[src/rtl/dsp_pkg.sv]
// Shared widths and operation selectors for the dsp_block multiply-add slice.
package dsp_pkg;
    localparam int A_W = 18;
    localparam int B_W = 18;
    localparam int D_W = 18;
    localparam int C_W = 48;
    localparam int P_W = 48;
    localparam int M_W = 36;

    // OPERATION is an untyped string parameter, so compare it as packed 3-char text.
    localparam logic [23:0] OP_ADD = "ADD";
    localparam logic [23:0] OP_SUB = "SUB";
endpackage

[src/rtl/dsp_pipe_reg.sv]
// Parameterized-width pipeline register with synchronous active-high clear.
module dsp_pipe_reg #(
    parameter int W = 1
) (
    input  logic         clk,
    input  logic         i_clr,
    input  logic [W-1:0] i_d,
    output logic [W-1:0] o_q
);
    always_ff @(posedge clk) begin
        if (i_clr) o_q <= '0;
        else       o_q <= i_d;
    end
endmodule

[src/rtl/dsp_block.sv]
// Four-stage pre-add / multiply / post-add slice: P = C +/- ((D +/- B) * A), unsigned, modular.
module dsp_block
    import dsp_pkg::*;
#(
    parameter OPERATION = "ADD"
) (
    input  logic           clk,
    input  logic           rst_n,  // active-high synchronous reset despite the name
    input  logic [A_W-1:0] a,
    input  logic [B_W-1:0] b,
    input  logic [C_W-1:0] c,
    input  logic [D_W-1:0] d,
    output logic [P_W-1:0] p
);
    logic [A_W-1:0] w_a1, w_a2;
    logic [B_W-1:0] w_b1;
    logic [C_W-1:0] w_c1, w_c2, w_c3;
    logic [D_W-1:0] w_d1;
    logic [D_W-1:0] w_pre_nxt, w_pre;
    logic [M_W-1:0] w_prod;
    logic [P_W-1:0] w_m_nxt, w_m;
    logic [P_W-1:0] w_p_nxt;

    // Stage 1: input registers
    dsp_pipe_reg #(.W(A_W)) u_a1 (.clk(clk), .i_clr(rst_n), .i_d(a), .o_q(w_a1));
    dsp_pipe_reg #(.W(B_W)) u_b1 (.clk(clk), .i_clr(rst_n), .i_d(b), .o_q(w_b1));
    dsp_pipe_reg #(.W(C_W)) u_c1 (.clk(clk), .i_clr(rst_n), .i_d(c), .o_q(w_c1));
    dsp_pipe_reg #(.W(D_W)) u_d1 (.clk(clk), .i_clr(rst_n), .i_d(d), .o_q(w_d1));

    // Any OPERATION other than "SUB" falls back to ADD.
    generate
        if (OPERATION == OP_SUB) begin : g_sub
            assign w_pre_nxt = w_d1 - w_b1;
            assign w_p_nxt   = w_c3 - w_m;
        end else begin : g_add
            assign w_pre_nxt = w_d1 + w_b1;
            assign w_p_nxt   = w_c3 + w_m;
        end
    endgenerate

    // Stage 2: pre-adder (mod 2^18), delay A and C
    dsp_pipe_reg #(.W(D_W)) u_pre (.clk(clk), .i_clr(rst_n), .i_d(w_pre_nxt), .o_q(w_pre));
    dsp_pipe_reg #(.W(A_W)) u_a2  (.clk(clk), .i_clr(rst_n), .i_d(w_a1),      .o_q(w_a2));
    dsp_pipe_reg #(.W(C_W)) u_c2  (.clk(clk), .i_clr(rst_n), .i_d(w_c1),      .o_q(w_c2));

    // Stage 3: full 36-bit product, zero-extended to the accumulator width
    assign w_prod  = M_W'(w_pre) * M_W'(w_a2);
    assign w_m_nxt = P_W'(w_prod);

    dsp_pipe_reg #(.W(P_W)) u_m  (.clk(clk), .i_clr(rst_n), .i_d(w_m_nxt), .o_q(w_m));
    dsp_pipe_reg #(.W(C_W)) u_c3 (.clk(clk), .i_clr(rst_n), .i_d(w_c2),    .o_q(w_c3));

    // Stage 4: post-adder (mod 2^48) straight into the output register
    dsp_pipe_reg #(.W(P_W)) u_p (.clk(clk), .i_clr(rst_n), .i_d(w_p_nxt), .o_q(p));
endmodule

[config.mk]
export PLATFORM = sky130hd
export DESIGN_NAME = dsp_block
export DESIGN_NICKNAME = d
export VERILOG_FILES = /design/src/rtl/dsp_pkg.sv /design/src/rtl/dsp_pipe_reg.sv /design/src/rtl/dsp_block.sv
export SDC_FILE = /design/constraint.sdc
export NUM_CORES = 1
export LEC_CHECK = 0
export BUFFER_PORTS_ARGS = -buffer_cell sky130_fd_sc_hd__buf_2
export CAP_MARGIN = 20
export CORE_ASPECT_RATIO = 0.7
export CORE_MARGIN = 8
export CORE_UTILIZATION = 60
export DETAILED_ROUTE_END_ITERATION = 10
export GPL_ROUTABILITY_DRIVEN = 0
export HOLD_SLACK_MARGIN = 0.02
export PLACE_DENSITY_LB_ADDON = 0.1
export SKIP_CTS_REPAIR_TIMING = 1
export SLEW_MARGIN = 20
export SYNTH_ARGS = -nofsm -noshare
export SYNTH_HDL_FRONTEND = slang
export SYNTH_SLANG_ARGS = --single-unit
[constraint.sdc]
create_clock -name clk -period 13.7 [get_ports clk]
set_clock_uncertainty 0.05 [all_clocks]
set_input_delay 2.055 -clock clk [delete_from_list [all_inputs] [get_ports clk]]
set_output_delay 2.055 -clock clk [all_outputs]
set_load 0.1 [all_outputs]
### Word-level counts from Yosys, hierarchy flattened

Index checks and enable logic that the tools add are counted.
Widths: inputs -> output; s select.

* register bits after elaboration: 330
* bits of input ports: 104
* output and inout port bits: 48
* logic and storage cells: 14

* add/subtract/negate cells: 2
* multipliers: 1

Operators by type and width (number)
* $add 48x48->48: 1
* $mul 18x18->36: 1
* $add 18x18->18: 1

### Logic depth before layout (Yosys ltp)

Gate-level depths: netlist of the first run.

* depth after elaboration: 1
* depth in mapped cells: 23
* depth with buffers taken out: 22

### Modules after synthesis

From an unflattened synthesis of the first run, not the netlist that was laid out.

* cells, all modules: 2408
* area total of the unflattened synthesis: 22965.8 µm²

By module, submodules not included
* dsp_block: instances 1, cells each 1718, area each 13994.7 µm², sequential area each 0.0 µm²
* dsp_pipe_reg (u_c1 ...): instances 5, cells each 101, area each 1305.0 µm², sequential area each 960.9 µm²
* dsp_pipe_reg (u_a1 ...): instances 5, cells each 37, area each 489.2 µm², sequential area each 360.3 µm²

### Worst setup path before layout of the first run

OpenSTA, ideal clock, no wires.

* kind: flip-flop to flip-flop
* start: reg u_pre.o_q[11]
* end: reg u_m.o_q[31]
* setup time: 121 ps
* data arrival time: 5744 ps
* data required time: 13529 ps
* path slack: 7786 ps
* stages on the path, launching flop included: 22
* path buffers: 2
* period minus slack after synthesis: 5914 ps
* path through: dfxtp_1 -> clkbuf_1 -> clkbuf_1 -> nand2_1 -> fa_1 -> fa_1 -> fa_1 -> inv_1 -> fa_1 -> fa_1 -> inv_1 -> fa_1 -> inv_1 -> ha_1 -> a21o_1 -> a21o_1 -> a21oi_1 -> o21ai_0 -> o21ai_0 -> a21oi_1 -> a31oi_1 -> mux2_2

* cells in the longest elaborated chain, start to end: 1

Ends and longest elaborated chain
* from (decl): line dsp_pipe_reg.sv:8 `output logic [W-1:0] o_q`
* from (signal assigned): line dsp_pipe_reg.sv:12 `else o_q <= i_d;`
* $mul 18x18->36: line dsp_block.sv:47 `assign w_prod = M_W'(w_pre) * M_W'(w_a2);`
* to (signal assigned): line dsp_pipe_reg.sv:12
* to (decl): line dsp_pipe_reg.sv:8

Every way passes these cells.
A chain may end at the register's enable or synchronous reset.

### Final worst setup path of the first run

* start: reg u_pre.o_q[11]
* end: reg u_m.o_q[28]

The elaborated chain is that of the path after synthesis.

==> reports/results.ini, run 1 <==
[power]
power.ir.vdd_worst_uv = 99.30
totalPowerFinal_mw = 2.434
p_per_area_nw_per_um2 = 101.7
leakage_nw = 11.57

[routing]
detailedRoute.firstIterationViolations = 1041
drt_pass1_iterations = 5
routed_wirelength_mm = 47.39
ant_nets = 0
detailroute.via_count = 15550
post_drt_wl_per_cell_um = 16.24
detail_route.drc_violations = 0
route.detailed.vias_per_inst = 5.329

[logic_synthesis]
synth_flop_cell = dfxtp_1
netlist_top_cells_count = 318 x dfxtp_1, 317 x inv_1, 258 x fa_1
warning_count_from_the_yosys_run = 0
synth_area_per_cell_um2 = 9.392
number_of_cells_produced_by_synthesis = 2328
synth_area_um2 = 21860
synth.top_cell.area_share_pct = 29.12
synth-seq-area-share_pct = 29.12
synth_seq_cells = 318
synth-async-reset-ratio_pct = 0
synth_cell_type_count = 69
synth_largest_area_cell = dfxtp_1
cell_with_the_most_instances_after_synthesis = dfxtp_1
synth.top_cells.by_area = dfxtp_1 29%, fa_1 24%, ha_1 9.3%, nor2b_1 6.9%, inv_1 5.4%
syn-num-nets = 2853
synth_edf_count = 0

[critical_path]
critical_path.n_buffers_inverters = 3
crit_path_slowest_cell = dfxtp_1
worst_path_dominant_cell_family = adder cells
worstPathMaxFanout = 18
criticalPathCategory = reg2reg
timing.critical_path.from = u_pre.o_q[11]
worst_r2r_startpoint = u_pre.o_q[11]
arrival_time_reported_for_the_critical_path_endpoint_ns = 7.04
reg2reg_setup_slack_ns = 7.02
startpoint_type = flop
worst_setup_path_end_kind = flop
cp.required_ns = 14.06
max_stage_delay_ns = 0.83
cp_cell_sequence = nand2_1, fa_1, fa_1, fa_1, inv_1, fa_1, fa_1, inv_1, fa_1, inv_1, ha_1, a21oi_1, nor2b_1, nor3_1, a2111oi_1, o21ai_1, o21ai_0, xnor2_1, nor2_1
cpMostUsedCell = fa_1

[global_route]
grt_use_total_pct = 22.35
first_global_vias = 16470
antenna_found_initial = 3
first_pass_grt_wire_length_mm = 79.65
grt_remaining_overflow = 0
pin_count_of_the_biggest_net_entering_global_routing = 149

[layout]
final_net_count = 2940
combined_area_of_the_multi_input_logic_cells_um2 = 13920
num_antenna_cells = 0
drive_gt1_share_pct = 9.475
flow.area_growth_from_synthesis_pct = 9.466
register_area_um2 = 6366
fill_cell_count = 2971

[timing]
max_slew_margin_pct = 41.83
totalNegativeSetupSlack_ns = 0
finalCritPeriodShare_pct = 48.79
least_margin_pin_slew_ns = 0.8725
hold_slack_ns = 0.3823
setup_viol_count_final = 0
final-hold-violation-count = 0
max_clock_freq_mhz = 149.6
number_of_pins_exceeding_their_max_slew_limit_in_the_final_report = 0
final.min_clock_period_ns = 6.685
rsz0062_at_grt = false

[die]
die_area_um2 = 42900
dieHeight_um = 175.7
placeableCoreArea_um2 = 35920
floorplan.initialDensity_pct = 60.86
row_count = 58
top_level_ports = 152
die-width_um = 244.2

[clock_tree]
cts.root.buffer_cell = clkbuf_16
cts_tree = built
clock_tree.htree_level_count = 1
number_of_buffers_created_by_cts = 30
cts.sink_count = 318
worst_skew_pair.late_latency_ns = 0.57
cts.path.max_buffers = 3
clk_pin_slew_ns = 0.07

[worst_hold_path]
min-delay-start = u_c2.o_q[36]
hold_path_class = reg2reg

[placed_design]
number_of_buffers_added_on_ports = 151
dpl_hpwl_mm = 37.38

[run]
maximum_capacitance_violations = 0

[run_status]
run_status = completed

layout by cell type (no fill, tap or decap), drive strengths merged, types with 8 or more instances in the layout:
master / count
inv: 320
dfxtp: 318
fa: 258
nand2: 251
nor2b: 241
ha: 163
buf: 156
and2: 136
a21oi: 95
nor2: 92
o21ai: 53
clkbuf: 40
xnor2: 32
a21o: 31
nor3: 25
xor2: 25
nand3: 18
a211oi: 16
nand4: 15
o21bai: 14
o31ai: 13
o21a: 11
or3: 10
a31oi: 10
o211ai: 9
and3: 8
or4: 8
per-stage QoR:
step	std cells	setup WS [ns]	area (um^2)	util [%]
after floorplan	2328	7.786	21860	-
after global placement	2863	7.254	22880	63.71
after detailed placement	2863	7.064	22880	63.71
after CTS	2918	7.055	23930	66.62
after global routing	2918	6.628	23930	66.62
final	2918	7.015	23930	66.62
where the power goes:
group          total, mW  switching, mW  internal, mW  leakage, nW
combinational      0.521          0.335         0.186         8.44
sequential          1.04         0.0539         0.985         2.62
clock              0.875          0.361         0.514        0.511
worst reg2reg max path: cells and delay by family, from the launching register on:
family	cells	cell delay [ns]
fa+ha+maj	7	3.41
compound gates	4	1.46
xor+xnor	1	0.14
buf+inv	3	0.15
simple gates	4	0.49
flops	1	0.83
sequential cells by signal, indices dropped and copies added (netlist names):
| register | flops |
|---|---|
| u_c1.o_q | 48 |
| u_c2.o_q | 48 |
| u_c3.o_q | 48 |
| u_p.o_q | 48 |
| u_m.o_q | 36 |
| u_a1.o_q | 18 |
| u_a2.o_q | 18 |
| u_b1.o_q | 18 |
| u_d1.o_q | 18 |
| u_pre.o_q | 18 |
cell families (layout without fill, tap and decap cells):
family | after synthesis | after routing | share of synthesized area, %
and+or+nand+nor | 829 | 829 | 19.79
adders and majority gates | 421 | 421 | 32.95
buffers and inverters | 418 | 528 | 7.194
xor gates and xnor gates | 57 | 57 | 2.283
DFF | 318 | 318 | 29.12
muxes | 6 | 6 | 0.3033
AOI/OAI and AO/OA | 279 | 279 | 8.361
cell type report:
| cell class | count | share of cell area, % |
|---|---|---|
| Multi-Input combinational cell | 1592 | 58.18 |
| Tap cell | 480 | 2.509 |
| Inverter | 317 | 4.972 |
| Timing Repair Buffer | 156 | 3.356 |
| Clock inverter | 15 | 0.8312 |
| Sequential cell | 318 | 26.60 |
| Clock buffer | 40 | 3.550 |
final timing paths:
path	endpoint	depth (start not counted)
worst max-delay path	u_m.o_q[28]	19
worst max register to register	u_m.o_q[28]	19
worst min register to register	u_c3.o_q[36]	1
worst min-delay path	u_c3.o_q[36]	1
layer usage:
metal | global-route usage (%) | wire, um | vias up
met5 | 0 | 11 | -
met4 | 7.161 | 1453 | 2
met3 | 3.505 | 2434 | 113
met2 | 37.91 | 22700 | 436
met1 | 29.17 | 20780 | 7515
li1 | - | - | 7483
(Power assumes the default switching activity.)
==> run 2, diff against run 1 <==
Settings changed: CORE_UTILIZATION 60 to 56.
Clock period 13.7 ns to 5.6 ns, I/O delays scaled along.
==> reports/results.ini, run 2 (synthesis results as in run 1) <==
[run_status]
run_status = complete, but fails checks
violated_checks = setup timing

[routing]
detailedRoute.firstIterationViolations = 890
route.detailed.vias_per_inst = 5.216
routed_wirelength_mm = 50.59
post_drt_wl_per_cell_um = 16.23
drt_pass1_iterations = 5
ant_nets = 0
detailroute.via_count = 16260
detail_route.drc_violations = 0

[clock_tree]
worst_skew_pair.late_latency_ns = 0.56
cts.path.max_buffers = 3
clock_tree.htree_level_count = 1
cts.sink_count = 318
number_of_buffers_created_by_cts = 28
clk_pin_slew_ns = 0.07
cts_tree = built
cts.root.buffer_cell = clkbuf_16

[worst_hold_path]
min_path_cells = 1
hold_path_class = reg2reg

[placed_design]
dpl_hpwl_mm = 40.08
detailedPlace.worstSlack_ns = -0.2754
placed_area_um2 = 24080
number_of_buffers_added_on_ports = 151

[power]
power.ir.vdd_worst_uv = 264.2
p_per_area_nw_per_um2 = 245.0
totalPowerFinal_mw = 6.361
leakage_nw = 12.45

[critical_path]
reg2reg_setup_slack_ns = -0.01
worst_r2r_startpoint = u_a2.o_q[5]
timing.critical_path.from = u_a2.o_q[5]
r2r.worst_path.cells = 19
criticalPathCategory = reg2reg
setup.worst_path.end = u_m.o_q[31]
worstPathMaxFanout = 6
cp.required_ns = 5.99
reg2reg_to = u_m.o_q[31]
worst_setup_path_end_kind = flop
arrival_time_reported_for_the_critical_path_endpoint_ns = 6.01
startpoint_type = flop

[die]
floorplan.initialDensity_pct = 56.88
placeableCoreArea_um2 = 38440
die-width_um = 252.2
top_level_ports = 152
dieHeight_um = 181.3
row_count = 60
die_area_um2 = 45720

[global_route]
antenna_found_initial = 3
first_global_vias = 16990
grt_use_total_pct = 21.88
first_pass_grt_wire_length_mm = 82.73
grt_remaining_overflow = 0
pin_count_of_the_biggest_net_entering_global_routing = 176

[timing]
totalNegativeSetupSlack_ns = -0.01187
max_clock_freq_mhz = 178.2
finalWorstSetupSlack_ns = -0.01187
least_margin_pin_slew_ns = 0.8972
number_of_pins_exceeding_their_max_slew_limit_in_the_final_report = 0
final.min_clock_period_ns = 5.612
max_slew_margin_pct = 40.19
finalCritPeriodShare_pct = 100.2
final-hold-violation-count = 0
rsz0062_at_grt = true
setup_viol_count_final = 1

[layout]
num_antenna_cells = 0
post-route-util_pct = 67.55
combined_area_of_the_multi_input_logic_cells_um2 = 14430
flow.area_growth_from_synthesis_pct = 18.75
drive_gt1_share_pct = 19.88
finalInstanceArea_um2 = 25960
final_net_count = 3094
fill_cell_count = 3100
register_area_um2 = 6466
mostFrequentLayoutCells = 302 x inv_1, 288 x dfxtp_1, 246 x fa_1, 244 x nand2_1, 240 x nor2b_1
layout.cells.most_common = inv_1

[run]
maximum_capacitance_violations = 0

## run 2: worst min path at each step
stage                              end  slack (ns)         start
after floorplan            u_a2.o_q[0]        0.36   u_a1.o_q[0]
after global placement    u_c2.o_q[47]        0.37  u_c1.o_q[47]
after detailed placement  u_a2.o_q[13]        0.37  u_a1.o_q[13]
after CTS                 u_a2.o_q[13]        0.38  u_a1.o_q[13]
after global routing      u_a2.o_q[13]        0.39  u_a1.o_q[13]
final                     u_a2.o_q[13]        0.37  u_a1.o_q[13]
## run 2: where the power goes
group,switching [mW],internal (mW)
combinational,0.970,0.654
sequential,0.0880,2.41
clock,0.861,1.38
total,1.92,4.44
## run 2: per-layer routing
layer / GRT usage, % / wire length [um]
met4: 5.937 / 1418
met2: 37.49 / 24380
met1: 28.31 / 21530
met5: 0 / 0
met3: 3.828 / 3260
## run 2: stage by stage
stage	hold slack [ns]	instances
after floorplan	0.3638	2328
after global placement	0.3666	3052
after detailed placement	0.3704	3052
after CTS	0.3799	3103
after global routing	0.3875	3117
final	0.3745	3117
## run 2: area by class of cell
| cell class | count | share of cell area, % |
|---|---|---|
| multi-input cells | 1592 | 55.59 |
| repair buffers | 312 | 8.169 |
| well taps | 527 | 2.540 |
| clock inverters | 16 | 1.142 |
| clock buffers | 35 | 3.075 |
| inverters | 317 | 4.583 |
| flip-flops and latches | 318 | 24.91 |
## run 2: worst max-delay path: stages (launching register included)
cell and delay [ns]:
dfxtp_4 0.37, buf_4 0.16, and2_4 0.16, fa_1 0.55, fa_1 0.43, ha_2 0.20, fa_1 0.48, inv_1 0.05
fa_1 0.46, fa_1 0.53, inv_1 0.07, ha_4 0.22, buf_4 0.14, a21o_1 0.19, or3_4 0.34, o211a_4 0.29
o21ai_4 0.14, a21oi_1 0.09, a31oi_1 0.21, mux2_2 0.35
